===== src/rtl/scanline_fx_if.sv =====
// Video pixel/sync bundle for the scanline darkening stage: raw inputs and the
// registered, time-aligned outputs.
interface scanline_fx_if #(
    parameter int unsigned CW = 6
);
    logic [3*CW-1:0] din;
    logic            hs_in;
    logic            vs_in;
    logic            de_in;
    logic [3*CW-1:0] dout;
    logic            hs_out;
    logic            vs_out;
    logic            de_out;

    modport master (
        output din, hs_in, vs_in, de_in,
        input  dout, hs_out, vs_out, de_out
    );

    modport slave (
        input  din, hs_in, vs_in, de_in,
        output dout, hs_out, vs_out, de_out
    );
endinterface


===== src/rtl/scanline_fx.sv =====
// CRT scanline emulation: dims selected output lines by 25/50/75 %, with the
// mode, line period and phase latched once per frame on the vsync falling edge.
module scanline_fx #(
    parameter int unsigned CW = 6,
    parameter int unsigned PW = 2
) (
    input  logic          clk,
    input  logic          reset,
    input  logic [1:0]    scanlines,
    input  logic [PW-1:0] period,
    input  logic          phase,
    scanline_fx_if.slave  vid
);

    typedef enum logic [1:0] {
        DIM_OFF = 2'd0,
        DIM_25  = 2'd1,
        DIM_50  = 2'd2,
        DIM_75  = 2'd3
    } dim_mode_e;

    dim_mode_e       mode_q, mode_d;
    logic [PW-1:0]   period_q, period_d;
    logic            phase_q, phase_d;
    logic [PW-1:0]   line_cnt_q, line_cnt_d;
    logic            old_hs_q, old_vs_q;
    logic [3*CW-1:0] dout_q, dout_d;
    logic            hs_out_q, vs_out_q, de_out_q;

    logic            hs_fall;
    logic            vs_fall;
    logic            dim;
    dim_mode_e       eff_mode;

    function automatic logic [CW-1:0] dim_chan(input logic [CW-1:0] c, input dim_mode_e m);
        logic [CW-1:0] r;
        case (m)
            DIM_25:  r = (c >> 1) + (c >> 2);
            DIM_50:  r = c >> 1;
            DIM_75:  r = c >> 2;
            default: r = c;
        endcase
        return r;
    endfunction

    always_comb begin
        hs_fall    = old_hs_q & ~vid.hs_in;
        vs_fall    = old_vs_q & ~vid.vs_in;

        mode_d     = mode_q;
        period_d   = period_q;
        phase_d    = phase_q;
        line_cnt_d = line_cnt_q;

        if (vs_fall) begin
            mode_d     = dim_mode_e'(scanlines);
            period_d   = period;
            phase_d    = phase;
            line_cnt_d = '0;
        end else if (hs_fall) begin
            // Compare against the latched period so a shrunk period still wraps.
            line_cnt_d = (line_cnt_q >= period_q) ? '0 : line_cnt_q + PW'(1);
        end

        // Current pixel uses the pre-update count and pre-latch settings.
        dim      = (period_q != '0) && (line_cnt_q == (phase_q ? PW'(0) : period_q));
        eff_mode = dim ? mode_q : DIM_OFF;

        dout_d = '0;
        if (vid.de_in) begin
            for (int unsigned i = 0; i < 3; i++) begin
                dout_d[i*CW +: CW] = dim_chan(vid.din[i*CW +: CW], eff_mode);
            end
        end
    end

    always_ff @(posedge clk) begin
        if (reset) begin
            mode_q     <= DIM_OFF;
            period_q   <= '0;
            phase_q    <= 1'b0;
            line_cnt_q <= '0;
            old_hs_q   <= 1'b0;
            old_vs_q   <= 1'b0;
            dout_q     <= '0;
            hs_out_q   <= 1'b0;
            vs_out_q   <= 1'b0;
            de_out_q   <= 1'b0;
        end else begin
            mode_q     <= mode_d;
            period_q   <= period_d;
            phase_q    <= phase_d;
            line_cnt_q <= line_cnt_d;
            old_hs_q   <= vid.hs_in;
            old_vs_q   <= vid.vs_in;
            dout_q     <= dout_d;
            hs_out_q   <= vid.hs_in;
            vs_out_q   <= vid.vs_in;
            de_out_q   <= vid.de_in;
        end
    end

    assign vid.dout   = dout_q;
    assign vid.hs_out = hs_out_q;
    assign vid.vs_out = vs_out_q;
    assign vid.de_out = de_out_q;

endmodule


===== src/flat_wrapper.sv =====
// flat-port wrapper written by rule: the top's interface ports become plain ports
module scanline_fx_flat 
#(
    parameter int unsigned CW = 6,
    parameter int unsigned PW = 2
)
  (clk, reset, scanlines, period, phase, vid_din, vid_hs_in, vid_vs_in, vid_de_in, vid_dout, vid_hs_out, vid_vs_out, vid_de_out);
  scanline_fx_if #(.CW(CW)) vid_i ();
  input  logic clk;
  input  logic reset;
  input  logic [1:0] scanlines;
  input  logic [PW-1:0] period;
  input  logic phase;
  input wire logic [$bits(vid_i.din)-1:0] vid_din;
  input wire logic [$bits(vid_i.hs_in)-1:0] vid_hs_in;
  input wire logic [$bits(vid_i.vs_in)-1:0] vid_vs_in;
  input wire logic [$bits(vid_i.de_in)-1:0] vid_de_in;
  output wire logic [$bits(vid_i.dout)-1:0] vid_dout;
  output wire logic [$bits(vid_i.hs_out)-1:0] vid_hs_out;
  output wire logic [$bits(vid_i.vs_out)-1:0] vid_vs_out;
  output wire logic [$bits(vid_i.de_out)-1:0] vid_de_out;
  assign vid_i.din = vid_din;
  assign vid_i.hs_in = vid_hs_in;
  assign vid_i.vs_in = vid_vs_in;
  assign vid_i.de_in = vid_de_in;
  assign vid_dout = vid_i.dout;
  assign vid_hs_out = vid_i.hs_out;
  assign vid_vs_out = vid_i.vs_out;
  assign vid_de_out = vid_i.de_out;
  scanline_fx #(.CW(CW), .PW(PW)) u_core (.clk(clk), .reset(reset), .scanlines(scanlines), .period(period), .phase(phase), .vid(vid_i));
endmodule

===== config.mk =====
export PLATFORM = sky130hd
export DESIGN_NAME = scanline_fx_flat
export DESIGN_NICKNAME = d
export VERILOG_FILES = /design/src/rtl/scanline_fx_if.sv /design/src/rtl/scanline_fx.sv /design/src/flat_wrapper.sv
export SDC_FILE = /design/constraint.sdc
export NUM_CORES = 1
export LEC_CHECK = 0
export ABC_AREA = 1
export CAP_MARGIN = 20
export CORE_MARGIN = 5
export CORE_UTILIZATION = 28
export DETAILED_ROUTE_END_ITERATION = 8
export DONT_BUFFER_PORTS = 1
export SLEW_MARGIN = 20
export SYNTH_ARGS = -nofsm -noshare
export SYNTH_HDL_FRONTEND = slang
export SYNTH_SLANG_ARGS = --single-unit

===== constraint.sdc =====
create_clock -name clk -period 4.27 [get_ports clk]
set_clock_uncertainty 0.15 [all_clocks]
set_input_delay 0.854 -clock clk [delete_from_list [all_inputs] [get_ports clk]]
set_output_delay 0.854 -clock clk [all_outputs]
set_load 0.01 [all_outputs]

== Word-level counts from Yosys, hierarchy flattened ==
Index checks and enable logic that the tools add are counted.

* Bits in registers: 28
* Input bits: 28
* Output and inout bits: 21
* Word-level logic and storage cells: 32

* $add $sub $neg: 4
* Order comparisons: 1
* Equality and inequality tests: 4
* Mux-type cells: 6
* Bitwise logic cells: 5
* Reduce and logical (&&, ||, !) cells: 4

{| class="wikitable"
|+ Operator list
! kind !! count
|-
| $pmux W6 S3 || 3
|-
| $add A5 B4 Y6 || 3
|-
| $mux W2 || 3
|-
| $eq A2 B2 Y1 const B || 2
|-
| $reduce_or A2 Y1 || 2
|-
| $not A1 Y1 || 3
|-
| $add A2 B1 Y2 const B || 1
|-
| $and A1 B1 Y1 || 2
|-
| $eq A2 B1 Y1 const B || 1
|-
| $eq A2 B2 Y1 || 1
|-
| $ge A2 B2 Y1 || 1
|-
| $reduce_bool A2 Y1 || 1
|-
| $logic_and A1 B1 Y1 || 1
|}

== Depth between registers and ports, before layout ==
* Depth after elaboration: 6
* Gate-level depth with buffers: 12
* Gate-level depth less buffers: 12

== Worst setup path after synthesis ==
No wires, ideal clock.

* Kind: input to register
* From: in vid_din[13]
* To: reg u_core.dout_q[16], in the netlist u_core.vid.dout[16]
* Library setup time: 109 ps
* Arrival: 1981 ps
* Required time: 4011 ps
* Setup slack: 2030 ps
* Cell stages on the path: 12
* Path buffers: 0
* Cell sequence: ha_1 > inv_1 > fa_1 > nand3b_1 > nand2_1 > nand2_1 > nand2_1 > inv_1 > nand3_1 > nand3_1 > nand2_1 > inv_1

* Word-level cells in the longest chain between the ends: 2

{| class="wikitable"
|+ Ends and longest elaborated chain
! what !! RTL line !! RTL
|-
| start: declaration || flat_wrapper.sv:14 || <nowiki>input wire logic [$bits(vid_i.din)-1:0] vid_din;</nowiki>
|-
| $add A5 B4 Y6 || scanline_fx.sv:38 || <nowiki>DIM_25: r = (c >> 1) + (c >> 2);</nowiki>
|-
| $pmux W6 S3 || scanline_fx.sv:37 || <nowiki>case (m)</nowiki>
|-
| end signal: assignment || scanline_fx.sv:96 || <nowiki>dout_q <= dout_d;</nowiki>
|-
| end: declaration || scanline_fx.sv:27 || <nowiki>logic [3*CW-1:0] dout_q, dout_d;</nowiki>
|}

No other way between the ends.
A chain may end at the register's enable or synchronous reset.

== Worst setup path after layout ==
* From: reg u_core.period_q[0]
* To: reg u_core.dout_q[3], in the netlist u_core.vid.dout[3]

* Word-level cells in the longest chain between the ends: 6
* Elaborated cells between the ends (all ways): 9
* Those cells by class: eq/ne: 4; mux: 3; reduce/logical: 2

{| class="wikitable"
|+ Ends and longest elaborated chain
! what !! RTL line !! RTL
|-
| start: declaration || scanline_fx.sv:23 || <nowiki>logic [PW-1:0] period_q, period_d;</nowiki>
|-
| start signal: assignment || scanline_fx.sv:91 || <nowiki>period_q <= period_d;</nowiki>
|-
| $mux W2 || scanline_fx.sv:66 || <nowiki>dim = (period_q != '0) && (line_cnt_q == (phase_q ? PW'(0) : period_q));</nowiki>
|-
| $eq A2 B2 Y1 || scanline_fx.sv:66 ||
|-
| $logic_and A1 B1 Y1 (*) || scanline_fx.sv:66 ||
|-
| $mux W2 (*) || scanline_fx.sv:67 || <nowiki>eff_mode = dim ? mode_q : DIM_OFF;</nowiki>
|-
| $eq A2 B2 Y1 or $eq A2 B1 Y1 (tied branches) || scanline_fx.sv:37 ||
|-
| $pmux W6 S3 (*) || scanline_fx.sv:37 ||
|}

Mark *: on every way between the ends. The rest lies on a longest branch, timed or not.

==> qor.yml <==
wl_mm: 5.14
ir_drop_mv: 0.0794
fmax_ghz: 0.429
finalHoldViolations: 0
die_h_um: 95.2
ctsHoldBuffers: 0
syn_area_mm2: 0.00203
rrSetupSlack_ns: 1.94
synthesis.nets: 337
cap_violations: 0
routed_via_density: 4.82
hold_class: "flop to flop"
yosys_warnings: 0
htreeDepth: 1
seqCellArea_um2: 561
synth_common_cells: "50 x nand2_1, 36 x nand4_1, 33 x inv_1, 28 x dfxtp_1, 28 x nor2_1"
timing.final.ws_setup_ns: 1.94
antenna_found_initial: 0
routedWlPerCell_um: 13.6
synth_flop_cell: "dfxtp_1"
drive_gt1_share_pct: 6.07
vias: 1828
grt_pass1_wl_mm: 8.19
synth_cell_types: 26
drtIter0Drc: 228
crit_type: "flop to flop"
post-cts-setup-buffers: 0
antennaDiodeCount: 0
setup_viol: 0
rsz0062_at_grt: "no"
ant_nets: 0
synth_seq_area_share_pct: 27.6
dieArea_mm2: 0.00907
dr.pass1.iters: 4
grt_usage_pct: 11.4
cts_tree: "done"
num_rows: 31
p_leak_uw: 0.000986
fin_util_pct: 30.0
r2r_cells: 8
drt_drc_violations_left: 0
max-clock-path-buffers: 2
pin_count: 49
area_growth_pct: 5.72
nNetsFinal: 329
n_fill_cell: 773
synth.most_common_cell: "nand2_1"
port_buffers: 0
hpwl_mm: 3.73
cts-root-buf: "clkbuf_8"
holdWs_ns: 0.361
cts.sinks: 28
postSynthAreaPerCell_um2: 7.04
gp_congestion: 0.769
cp.required_ns: 4.35
cp-start-kind: "flop"
grt_overflow: 0
status: "complete, no violations"
grt_max_degree: 39
die_w_um: 95.2
hold-path-endpoint: "u_core.phase_q"
ys_top_cells_by_area: "dfxtp_1 28%, nand4_1 11%, ha_1 10%"
r2r_start: "u_core.period_q[0]"
clkTransAtPathRegs_ns: 0.11
ys_ff_latch: 28
synth_edf_count: 0
core_mm2: 0.00718
ctsResizeCount: 0
finalSetupTns_ns: 0
drv_slew: 0
async_flop_share_pct: 0
synth_top_cell_by_area: "dfxtp_1"
min_period_ns: 2.33
grt_pass1_vias: 1662
cts_made_buffers: 3
max_slew_margin_pct: 50.6
r2r_end: "u_core.vid.dout[3]"
critPathMaxFanout: 38
synth_top_area_share_pct: 27.6
arrival_ns: 2.41
clock_latency_ns: 0.29
end_kind: "flop"
power.density_mw_per_mm2: 291
initial_utilization_pct: 28.4
multiInputGateArea_mm2: 0.00124
period_share_pct: 54.6
tightest_slew_ns: 0.739
hp-start: "u_core.phase_q"
preCtsSetupSlack_ns: 1.86
worstHoldPathCells: 2
synthCells: 289
## power by group
part / total (uW) / leakage [uW] / internal [uW] / switching, uW
logic: 116 / 0.000720 / 41.8 / 74.7
registers: 285 / 0.000230 / 274 / 11.1
clock network: 224 / 0.0000357 / 126 / 98.1
## final cells by class
class	count	share of cell area (%)
sequential	28	26.1
clock inverter	1	1.40
timing repair buffer	2	0.698
tap	99	5.76
inverter	38	6.63
multi-input combinational	208	57.5
clock buffer	3	1.92
## cells in the final DEF, fill, tap and decap left out
cell type  count
xor2_1         4
a21oi_1       22
buf_4          2
nand2_2        1
dfxtp_1       28
nand3b_1       9
nand3_2        1
fa_1           3
ha_1          17
nor3_2         1
inv_2          5
o21ai_2        2
inv_1         33
bufinv_16      1
nor2_1        28
xnor2_1        3
nand2_1       50
clkbuf_8       3
o211ai_1       1
o21ai_0       17
nand4_1       36
nand3_1       11
nor2_4         1
nor3_1         1
## state kept, by name, indices dropped and copies added, names as in the netlist
register           cells
u_core.mode_q          2
u_core.vid.de_out      1
u_core.phase_q         1
u_core.old_hs_q        1
u_core.old_vs_q        1
u_core.vid.dout       18
u_core.line_cnt_q      2
u_core.period_q        2
## critical path, cell delays in order, from the launching register on
cell	delay, ns
dfxtp_1	0.37
inv_1	0.09
o21ai_2	0.12
nand2_2	0.09
nor2_4	0.60
o21ai_2	0.23
inv_2	0.32
o21ai_0	0.14
nor2_1	0.16
## how the worst max path moves through the flow
stage	start	to	slack [ns]	cells past startpoint
2_1_floorplan	vid_din[13]	u_core.vid.dout[16]	2.03	12
3_3_place_gp	vid_din[1]	u_core.vid.dout[4]	1.87	12
3_5_place_dp	vid_din[1]	u_core.vid.dout[4]	1.86	12
4_1_cts	u_core.line_cnt_q[1]	u_core.vid.dout[3]	1.94	8
5_1_grt	u_core.period_q[0]	u_core.vid.dout[6]	1.68	8
6_report	u_core.period_q[0]	u_core.vid.dout[3]	1.94	8
## logic make-up after synthesis
kind of cell | Yosys count | share of synthesized area [%]
AOI/OAI and AO/OA | 42 | 10.8
adders and majority gates | 20 | 13.4
DFF | 28 | 27.6
buffers and inverters | 53 | 11.6
and+or+nand+nor | 139 | 33.6
xor gates and xnor gates | 7 | 3.01
## routing by layer
metal	vias to the layer above	GRT usage, %	part of all wire (%)
met4	0	4.93	2.4
met3	9	4.26	11
met5	-	0	0
li1	953	-	-
met2	64	17.3	44
met1	802	14.4	43
## through the flow
stage	cell area (um2)	total power [uW]	instances
after detailed placement	2080	407	375
after CTS	2150	629	379
after global routing	2150	660	379
after floorplan	2030	392	289
after global placement	2080	406	375
final	2150	625	379
No activity file was read; power rests on OpenSTA's default activity.
